$ cat config.mk
export PLATFORM = sky130hd
export DESIGN_NAME = serial_addsub_nand
export DESIGN_NICKNAME = d
export VERILOG_FILES = /design/src/rtl/addsub_pkg.sv /design/src/rtl/full_adder_nand.sv /design/src/rtl/serial_addsub_nand.sv
export SDC_FILE = /design/constraint.sdc
export NUM_CORES = 1
export LEC_CHECK = 0
export CORE_MARGIN = 2
export CORE_UTILIZATION = 40
export CTS_CLUSTER_SIZE = 40
export DETAILED_ROUTE_END_ITERATION = 16
export GPL_TIMING_DRIVEN = 0
export HOLD_SLACK_MARGIN = 0.15
export PLACE_DENSITY = 0.75
export SYNTH_ARGS = -nofsm -noshare
export SYNTH_HDL_FRONTEND = slang
export SYNTH_SLANG_ARGS = --single-unit
$ cat constraint.sdc
create_clock -name clk -period 1.71 [get_ports clk]
set_clock_uncertainty 0.2 [all_clocks]
set_input_delay 0.2565 -clock clk [delete_from_list [all_inputs] [get_ports clk]]
set_output_delay 0.2565 -clock clk [all_outputs]
set_load 0.05 [all_outputs]
$ cat src/rtl/addsub_pkg.sv
// rtl/addsub_pkg.sv - shared state encodings and default width for the serial add/sub
package addsub_pkg;

    localparam int ADDSUB_WIDTH = 8;

    typedef enum logic [1:0] {
        ST_IDLE = 2'd0,
        ST_RUN  = 2'd1,
        ST_DONE = 2'd2
    } addsub_state_t;

endpackage

$ cat src/rtl/full_adder_nand.sv
// rtl/full_adder_nand.sv - one-bit full adder built only from two-input NAND gates
module full_adder_nand (
    input  logic a,
    input  logic b,
    input  logic cin,
    output logic sum,
    output logic cout
);

    logic n1, n2, n3, x1, n5, n6, n7;

    // Classic nine-gate form: first half adder yields a^b, second folds in cin
    assign n1   = ~(a & b);
    assign n2   = ~(a & n1);
    assign n3   = ~(b & n1);
    assign x1   = ~(n2 & n3);
    assign n5   = ~(x1 & cin);
    assign n6   = ~(x1 & n5);
    assign n7   = ~(cin & n5);
    assign sum  = ~(n6 & n7);
    assign cout = ~(n5 & n1);

endmodule

$ cat src/rtl/serial_addsub_nand.sv
// rtl/serial_addsub_nand.sv - bit-serial add/subtract, LSB first through one NAND full adder
module serial_addsub_nand
    import addsub_pkg::*;
#(
    parameter int WIDTH = ADDSUB_WIDTH
) (
    input  logic             clk,
    input  logic             rst,
    input  logic             start,
    input  logic             sub,
    input  logic [WIDTH-1:0] a,
    input  logic [WIDTH-1:0] b,
    output logic             busy,
    output logic             done,
    output logic [WIDTH-1:0] result,
    output logic             cout,
    output logic             overflow
);

    localparam int CW = $clog2(WIDTH);
    localparam logic [CW-1:0] CNT_LAST = CW'(WIDTH - 1);
    localparam logic [CW-1:0] CNT_MSB_IN = CW'(WIDTH - 2);

    addsub_state_t state, state_next;
    logic          accept;

    logic [WIDTH-1:0] sa, sb;
    logic             carry;
    logic             carry_msb;
    logic [CW-1:0]    cnt;
    logic             fa_sum, fa_cout;

    full_adder_nand u_fa (
        .a    (sa[0]),
        .b    (sb[0]),
        .cin  (carry),
        .sum  (fa_sum),
        .cout (fa_cout)
    );

    always_ff @(posedge clk) begin
        if (rst) begin
            state <= ST_IDLE;
        end else begin
            state <= state_next;
        end
    end

    always_comb begin
        state_next = state;
        accept     = 1'b0;
        case (state)
            ST_IDLE: begin
                if (start) begin
                    state_next = ST_RUN;
                    accept     = 1'b1;
                end
            end
            ST_RUN: begin
                if (cnt == CNT_LAST) begin
                    state_next = ST_DONE;
                end
            end
            ST_DONE: begin
                accept     = start;
                state_next = start ? ST_RUN : ST_IDLE;
            end
            default: state_next = ST_IDLE;
        endcase
    end

    // Subtraction is a + ~b + 1: invert b on load and seed the carry loop with 1
    always_ff @(posedge clk) begin
        if (rst) begin
            sa        <= '0;
            sb        <= '0;
            carry     <= 1'b0;
            carry_msb <= 1'b0;
            cnt       <= '0;
            result    <= '0;
            cout      <= 1'b0;
            overflow  <= 1'b0;
        end else if (accept) begin
            sa        <= a;
            sb        <= sub ? ~b : b;
            carry     <= sub;
            carry_msb <= 1'b0;
            cnt       <= '0;
            result    <= '0;
            cout      <= 1'b0;
            overflow  <= 1'b0;
        end else if (state == ST_RUN) begin
            sa     <= sa >> 1;
            sb     <= sb >> 1;
            result <= {fa_sum, result[WIDTH-1:1]};
            carry  <= fa_cout;
            cnt    <= cnt + CW'(1);
            if (cnt == CNT_MSB_IN) begin
                carry_msb <= fa_cout;
            end
            if (cnt == CNT_LAST) begin
                cout     <= fa_cout;
                overflow <= fa_cout ^ carry_msb;
            end
        end
    end

    assign busy = (state == ST_RUN);
    assign done = (state == ST_DONE);

endmodule

==> run_results.csv <==
group,metric,value,unit
synthesis,muxShareOfSynthArea,0.672,%
setup_path,cp.required,1.25,ns
sta,timing.final.crit_share,95.9,%
cts,clk-insertion-delay-late,0.29,ns
sta,fmax,610,MHz
placed_design,portBuffers,30,
setup_path,path_class,"reg -> out",
pwr,pwr-share-seq,46.8,%
synthesis,synth_seq_cells,33,
sta,slew_violations,0,
cts,root_buffer,"clkbuf_8",
grt,grtUsageTotal,16.0,%
sta,worst_pin_slew,0.505,ns
cells_and_area,regArea,662,µm²
cells_and_area,layout-drive-gt1-share,13.5,%
setup_path,crit_chain,"dlygate4sd2_1",
setup_path,slowest_delay,0.54,ns
cells_and_area,n_antenna_cell,0,
pwr,power.internal,0.00133,W
detailed_routing,firstDrtPassIters,4,
detailed_routing,wirelength,3000,µm
grt,grt_pass1_wl,5060,µm
floorplan,core_area,3610,µm²
grt,grt.overflow.total,0,
cts,cts_tree,"yes",
synthesis,yosysTopAreaCell,"dfxtp_1",
grt,grt_max_degree,11,
cells_and_area,nets,223,
synthesis,synth_top_area_share,44.4,%
cells_and_area,fin_util,53.8,%
synthesis,synth-xor-area-share,5.88,%
job,drv_cap,0,
sta,finalSetupViolCount,0,
placed_design,place_congestion,0.800,
synthesis,synth.area.top_cells,"dfxtp_1 (44%), nor3_1 (6.4%), a21oi_1 (6.1%), nand2_1 (6.1%), xor2_1 (5.3%)",
detailed_routing,vias_per_cell,4.98,
sta,rsz0062_at_grt,"false",
cells_and_area,nFillCells,343,
cts,cts.sinks,33,
synthesis,synthAdderAreaFrac,3.87,%
pwr,power.leakage,0.775,nW
grt,antenna_found_initial,0,
sta,hold_viol_final,0,
detailed_routing,ant_nets,0,
synthesis,synthesis.area,1490,µm²
synthesis,synth_compound_area_share,14.3,%
placed_design,dpl.hpwl,2120,µm
placed_design,place_area,1850,µm²
setup_path,cpMaxStageDelayCell,"dlygate4sd2_1",
cells_and_area,multiInputGateArea,674,µm²
cts,path_clk_slew,0.06,ns
cells_and_area,stdcell_area,1940,µm²
pwr,p_per_area,924,nW/µm²
setup_path,end_kind,"output pin",
synthesis,synth-simple-area-share,20.6,%
pwr,vdd_drop_max,0.471,mV
synthesis,synth_top_family_by_area,"simple AND/OR/NAND/NOR gates",
detailed_routing,wl_per_cell,12.1,µm
sta,fin_crit,1.64,ns
detailed_routing,drt_iter0_drc,60,
floorplan,start_util,41.3,%
pwr,switchingPower,0.000462,W
status,outcome,"complete, no violations",
cts,htreeDepth,2,
synthesis,yosys_warnings,0,
detailed_routing,vias,1235,
floorplan,die_h,65.0,µm
cells_and_area,synthToLayoutAreaGrowth,30.3,%
sta,finalSetupTns,0,ns
pwr,swShare,25.8,%
grt,grt_pass1_vias,1144,
detailed_routing,route.detailed.drc,0,
cts,cts-buffers-inserted,5,
pwr,p_comb_share,17.1,%
setup_path,worstPathArrival,1.18,ns
min_path,min_path_type,"in -> reg",
synthesis,syn_avg_cell_area,9.13,µm²
setup_path,crit_path_start_kind,"flop",
floorplan,die_area,4230,µm²
cts,postCtsSetupBuffers,0,
floorplan,fp.dieW,65.0,µm
floorplan,rows,22,
synthesis,synth.distinct_cells,31,
synthesis,syn_nets,187,
synthesis,synthesis.instances,163,
pwr,clkPwrFrac,36.1,%
floorplan,io_pins,32,
setup_path,cp_num_buf_inv,1,
setup_path,crit_fanout,3,
cts,cts_buffer_depth,2,
setup_path,critPathTopFamily,"buffers and inverters",
synthesis,yosysSeqAreaShare,44.4,%
sta,slew_headroom,66.5,%
==> layer usage <==
| metal | track usage, % | vias to the layer above | wire (µm) |
|---|---|---|---|
| li1 | - | 636 | - |
| met1 | 18.4 | 566 | 1360 |
| met2 | 26.0 | 26 | 1440 |
| met3 | 3.65 | 7 | 103 |
| met4 | 11.7 | 0 | 99 |
| met5 | 0 | - | 0 |
==> tightest hold or removal path, cell delays in order <==
cell and delay, ns:
buf_4 0.16, o22ai_1 0.12, nor3_1 0.06
==> Yosys cell counts <==
master	number
dfxtp_1	33
buf_4	3
inv_6	1
a211oi_1	1
buf_2	3
nand2_1	24
mux2i_1	1
nand3b_1	1
buf_1	1
o21a_1	1
buf_12	2
nand2b_4	2
fa_1	1
o22ai_1	9
nor2_1	5
ha_1	3
xnor2_1	1
buf_8	1
a22oi_1	5
xor2_1	9
nand3_1	8
nand4_1	1
inv_1	1
a311oi_1	1
nor2b_1	1
a21oi_1	18
buf_6	4
nand2b_1	1
and2b_2	1
o21ai_0	1
nor3_1	19
==> power groups by stage <==
stage / sequential (W) / combinational [W] / clock, W
6_report: 0.000840 / 0.000306 / 0.000648
5_1_grt: 0.000845 / 0.000334 / 0.000703
4_1_cts: 0.000840 / 0.000317 / 0.000665
3_5_place_dp: 0.000856 / 0.000309 / 0
3_3_place_gp: 0.000855 / 0.000307 / 0
2_1_floorplan: 0.000856 / 0.000212 / 0
==> path summary, 6_finish.rpt <==
check | startpoint | endpoint | slack [ns] | cells after the start
setup reg to reg | carry$_SDFFE_PP0P_ | overflow$_SDFFE_PP0P_ | 0.24 | 4
setup / recovery | result[3]$_SDFFE_PP0P_ | result[3] | 0.07 | 1
hold / removal | sub | carry$_SDFFE_PP0P_ | 0.16 | 3
hold reg to reg | overflow$_SDFFE_PP0P_ | overflow$_SDFFE_PP0P_ | 0.25 | 2
==> flip-flops by register name, indices dropped and copies added, names as in the netlist <==
signal / count
cnt: 3
state: 2
sa: 8
overflow: 1
result: 8
cout: 1
carry: 1
sb: 8
carry_msb: 1
==> placed cells by master (no fill, tap or decap), types with 7 or more instances in the layout <==
cell type | netlist | layout
clkbuf_8 | 0 | 7
o22ai_1 | 9 | 9
a21oi_1 | 18 | 18
dlygate4sd2_1 | 0 | 10
nand2_1 | 24 | 24
dfxtp_1 | 33 | 32
nand3_1 | 8 | 8
nor3_1 | 19 | 19
xor2_1 | 9 | 9
clkdlybuf4s50_1 | 0 | 18
==> logic make-up (layout without fill, tap and decap cells) <==
logic type / count (synthesis) / count (layout)
adders and majority gates: 4 / 4
xor gates and xnor gates: 10 / 10
muxes: 1 / 1
AOI/OAI and AO/OA: 36 / 36
buffers and inverters: 16 / 53
and+or+nand+nor: 63 / 63
DFF: 33 / 33
==> metrics by stage <==
stage | power (W) | hold slack, ns | instances | worst slack (ns)
6_report | 0.00179 | 0.163 | 248 | 0.0704
3_5_place_dp | 0.00117 | 0.246 | 241 | -0.398
2_1_floorplan | 0.00107 | 0.237 | 163 | 0.320
4_1_cts | 0.00182 | 0.151 | 249 | -0.00843
5_1_grt | 0.00188 | 0.177 | 248 | 0.0208
3_3_place_gp | 0.00116 | 0.246 | 241 | -0.390
==> layout make-up <==
cell class	count	area share, %
Buffer	13	6.90
Clock buffer	7	4.96
Clock inverter	1	0.258
Inverter	2	0.774
Multi-Input combinational cell	114	34.8
Sequential cell	33	34.1
Tap cell	48	3.09
Timing Repair Buffer	30	15.2
==> repair_timing <==
item,4_1_cts,5_1_grt
hold buffers,0,0
endpoints found under the setup margin,12,1
gates resized for setup,25,0
hold endpoints to repair,0,0
(Power assumes the default switching activity.)
==> RTL change, RTL diff (same settings) <==
Register the inputs `start`, `sub`, `a` and `b` before use, without a reset. The logic sees them one clock later.
--- a/src/rtl/serial_addsub_nand.sv
+++ b/src/rtl/serial_addsub_nand.sv
@@ -20,6 +20,18 @@
     localparam int CW = $clog2(WIDTH);
     localparam logic [CW-1:0] CNT_LAST = CW'(WIDTH - 1);
     localparam logic [CW-1:0] CNT_MSB_IN = CW'(WIDTH - 2);
+
+    logic start_q;
+    logic sub_q;
+    logic [WIDTH-1:0] a_q;
+    logic [WIDTH-1:0] b_q;
+
+    always_ff @(posedge clk) begin
+        start_q <= start;
+        sub_q   <= sub;
+        a_q     <= a;
+        b_q     <= b;
+    end
 
     addsub_state_t state, state_next;
     logic          accept;
@@ -51,7 +63,7 @@
         accept     = 1'b0;
         case (state)
             ST_IDLE: begin
-                if (start) begin
+                if (start_q) begin
                     state_next = ST_RUN;
                     accept     = 1'b1;
                 end
@@ -62,8 +74,8 @@
                 end
             end
             ST_DONE: begin
-                accept     = start;
-                state_next = start ? ST_RUN : ST_IDLE;
+                accept     = start_q;
+                state_next = start_q ? ST_RUN : ST_IDLE;
             end
             default: state_next = ST_IDLE;
         endcase
@@ -81,9 +93,9 @@
             cout      <= 1'b0;
             overflow  <= 1'b0;
         end else if (accept) begin
-            sa        <= a;
-            sb        <= sub ? ~b : b;
-            carry     <= sub;
+            sa        <= a_q;
+            sb        <= sub_q ? ~b_q : b_q;
+            carry     <= sub_q;
             carry_msb <= 1'b0;
             cnt       <= '0;
             result    <= '0;
Check against the original RTL: not equivalent (a bounded check fails within 4 cycles, from zero or initial values and one cycle with rst high).
==> RTL change against the original RTL <==
Setup slack worse by 25 ps. Routed wire length grew 9.7%. Largest cell class is now sequential cells. Synthesized area rose by 23%. Via count up 10%. Design area is 19% higher. Count of clock-buffer cells in the layout decreased by 2. Critical endpoint is now result[7]. Sequential cell count is 18 higher. Critical path type unchanged. Clock power rose by 7.9%. Power up 27%.
==> RTL change: results (changes against the original RTL) <==
metric	value	unit	change
clkTransAtPathRegs	100	ps	+40 ps
run_status	finished clean		
synthTopCellsByArea	dfxtp_1 56%, a21oi_1 6.0%, nand2_1 5.1%, xor2_1 4.3%, nand3_1 3.3%		
globalplace.congestion	0.791		-1.1%
cp_max_fo	3		unchanged
hpwlAfterDp	2.28	mm	+7.5%
clock_tree.buffer_depth	2		unchanged
timing.max_slew.rel_slack	67.7	%	+1.2 points
drt_first_pass_iters	5		+1
post_route_cells_drive_above_1_share	14.3	%	+0.79 points
buffer_ports.inserted	31		+3.3%
netlist-cell-type-count	30		-3.2%
power_switching_share	25.6	%	-0.20 points
synth_common_cells	51 x dfxtp_1, 25 x nand2_1, 22 x a21oi_1		
detailroute.wirelength.met2	1.51	mm	+5.3%
wirelength_met1	1.53	mm	+12%
detail_route.iter0.violations	72		+20%
layout.filler_cells	411		+20%
worstPathArrival	1210	ps	+30 ps
grt_first_pass_wirelength	5.87	mm	+16%
route.detailed.vias_per_inst	4.93		-0.98%
grt_pass1_vias	1289		+13%
vdd_ir_drop_max	794	uV	+69%
leakage_power_total	0.918	nW	+18%
ys_seq_area_share	55.9	%	+12 points
met3WireLength	185	um	+80%
dp_slack	-373	ps	+25.0 ps
num_antenna_cells	0		unchanged
track_usage	14.8	%	-1.2 points
detail_route.wirelength	3.29	mm	+9.7%
hold_depth	1		-2
grt_max_degree	18		+7
finish.net_count	247		+11%
clkLatencyLatePin	310	ps	+20 ps
==> RTL change: cell count changes in the layout (fill, tap and decap cells not counted), moves of 4 or more <==
cell     delta
a21oi_1     +4
buf_4       +4
dfxtp_1    +17
nand3_1     +4
nor3_1      -7
==> RTL change: worst paths after layout <==
kind	start	to	slack, ps
setup reg to reg	carry$_SDFFE_PP0P_	overflow$_SDFFE_PP0P_	210
hold / removal	b[6]	b_q[6]$_DFF_P_	180
setup / recovery	result[7]$_SDFFE_PP0N_	result[7]	50
hold reg to reg	a_q[7]$_DFF_P_	sa[7]$_SDFFE_PP0P_	240
==> RTL change: layer usage <==
layer	vias to the layer above	track usage, %
li1	701	-
met1	621	19.1
met2	33	22.3
met3	6	5.20
met4	0	6.71
met5	-	0
==> RTL change: cells by family after synthesis <==
family                     share of synthesized area (%)
and+or+nand+nor                                     15.9
DFF                                                 55.9
AOI/OAI and AO/OA                                   13.0
buffers and inverters                               7.26
xor gates and xnor gates                            4.80
adders and majority gates                           3.15
==> RTL change: repair_timing <==
item,CTS,global route
resized for setup,25,5
gates cloned,0,0
setup buffers,0,3
setup endpoints to repair,12,4
==> RTL change: worst register-to-register path, stage by stage, from the launching register on <==
cell and delay (ps):
dfxtp_1 340, fa_1 510, xor2_1 160, nand3_1 90
a21oi_1 150
==> RTL change: power by group through the flow <==
stage / Combinational, mW / Sequential [mW] / Clock (mW)
after floorplan: 0.192 / 1.31 / 0
after global placement: 0.279 / 1.31 / 0
after detailed placement: 0.284 / 1.31 / 0
after CTS: 0.289 / 1.29 / 0.728
after global routing: 0.327 / 1.30 / 0.786
final: 0.297 / 1.29 / 0.699
==> RTL change: stage by stage <==
stage	hold slack, ps	cells	util (%)	instance area, sq um
4_1_cts	170	273	52.2	2290
3_5_place_dp	228	265	50.2	2200
3_3_place_gp	223	265	50.2	2200
2_1_floorplan	84.2	182	-	1830
5_1_grt	158	276	52.8	2320
6_report	181	276	52.8	2320
==> RTL change: layout make-up <==
cell class | instances | area (sq um) | area share [%]
Inverter | 2 | 7.51 | 0.324
Clock inverter | 3 | 23.8 | 1.03
Multi-Input combinational cell | 115 | 672 | 29.0
Buffer | 14 | 131 | 5.67
Sequential cell | 51 | 1020 | 44.2
Tap cell | 52 | 65.1 | 2.81
Timing Repair Buffer | 34 | 324 | 14.0
Clock buffer | 5 | 68.8 | 2.97
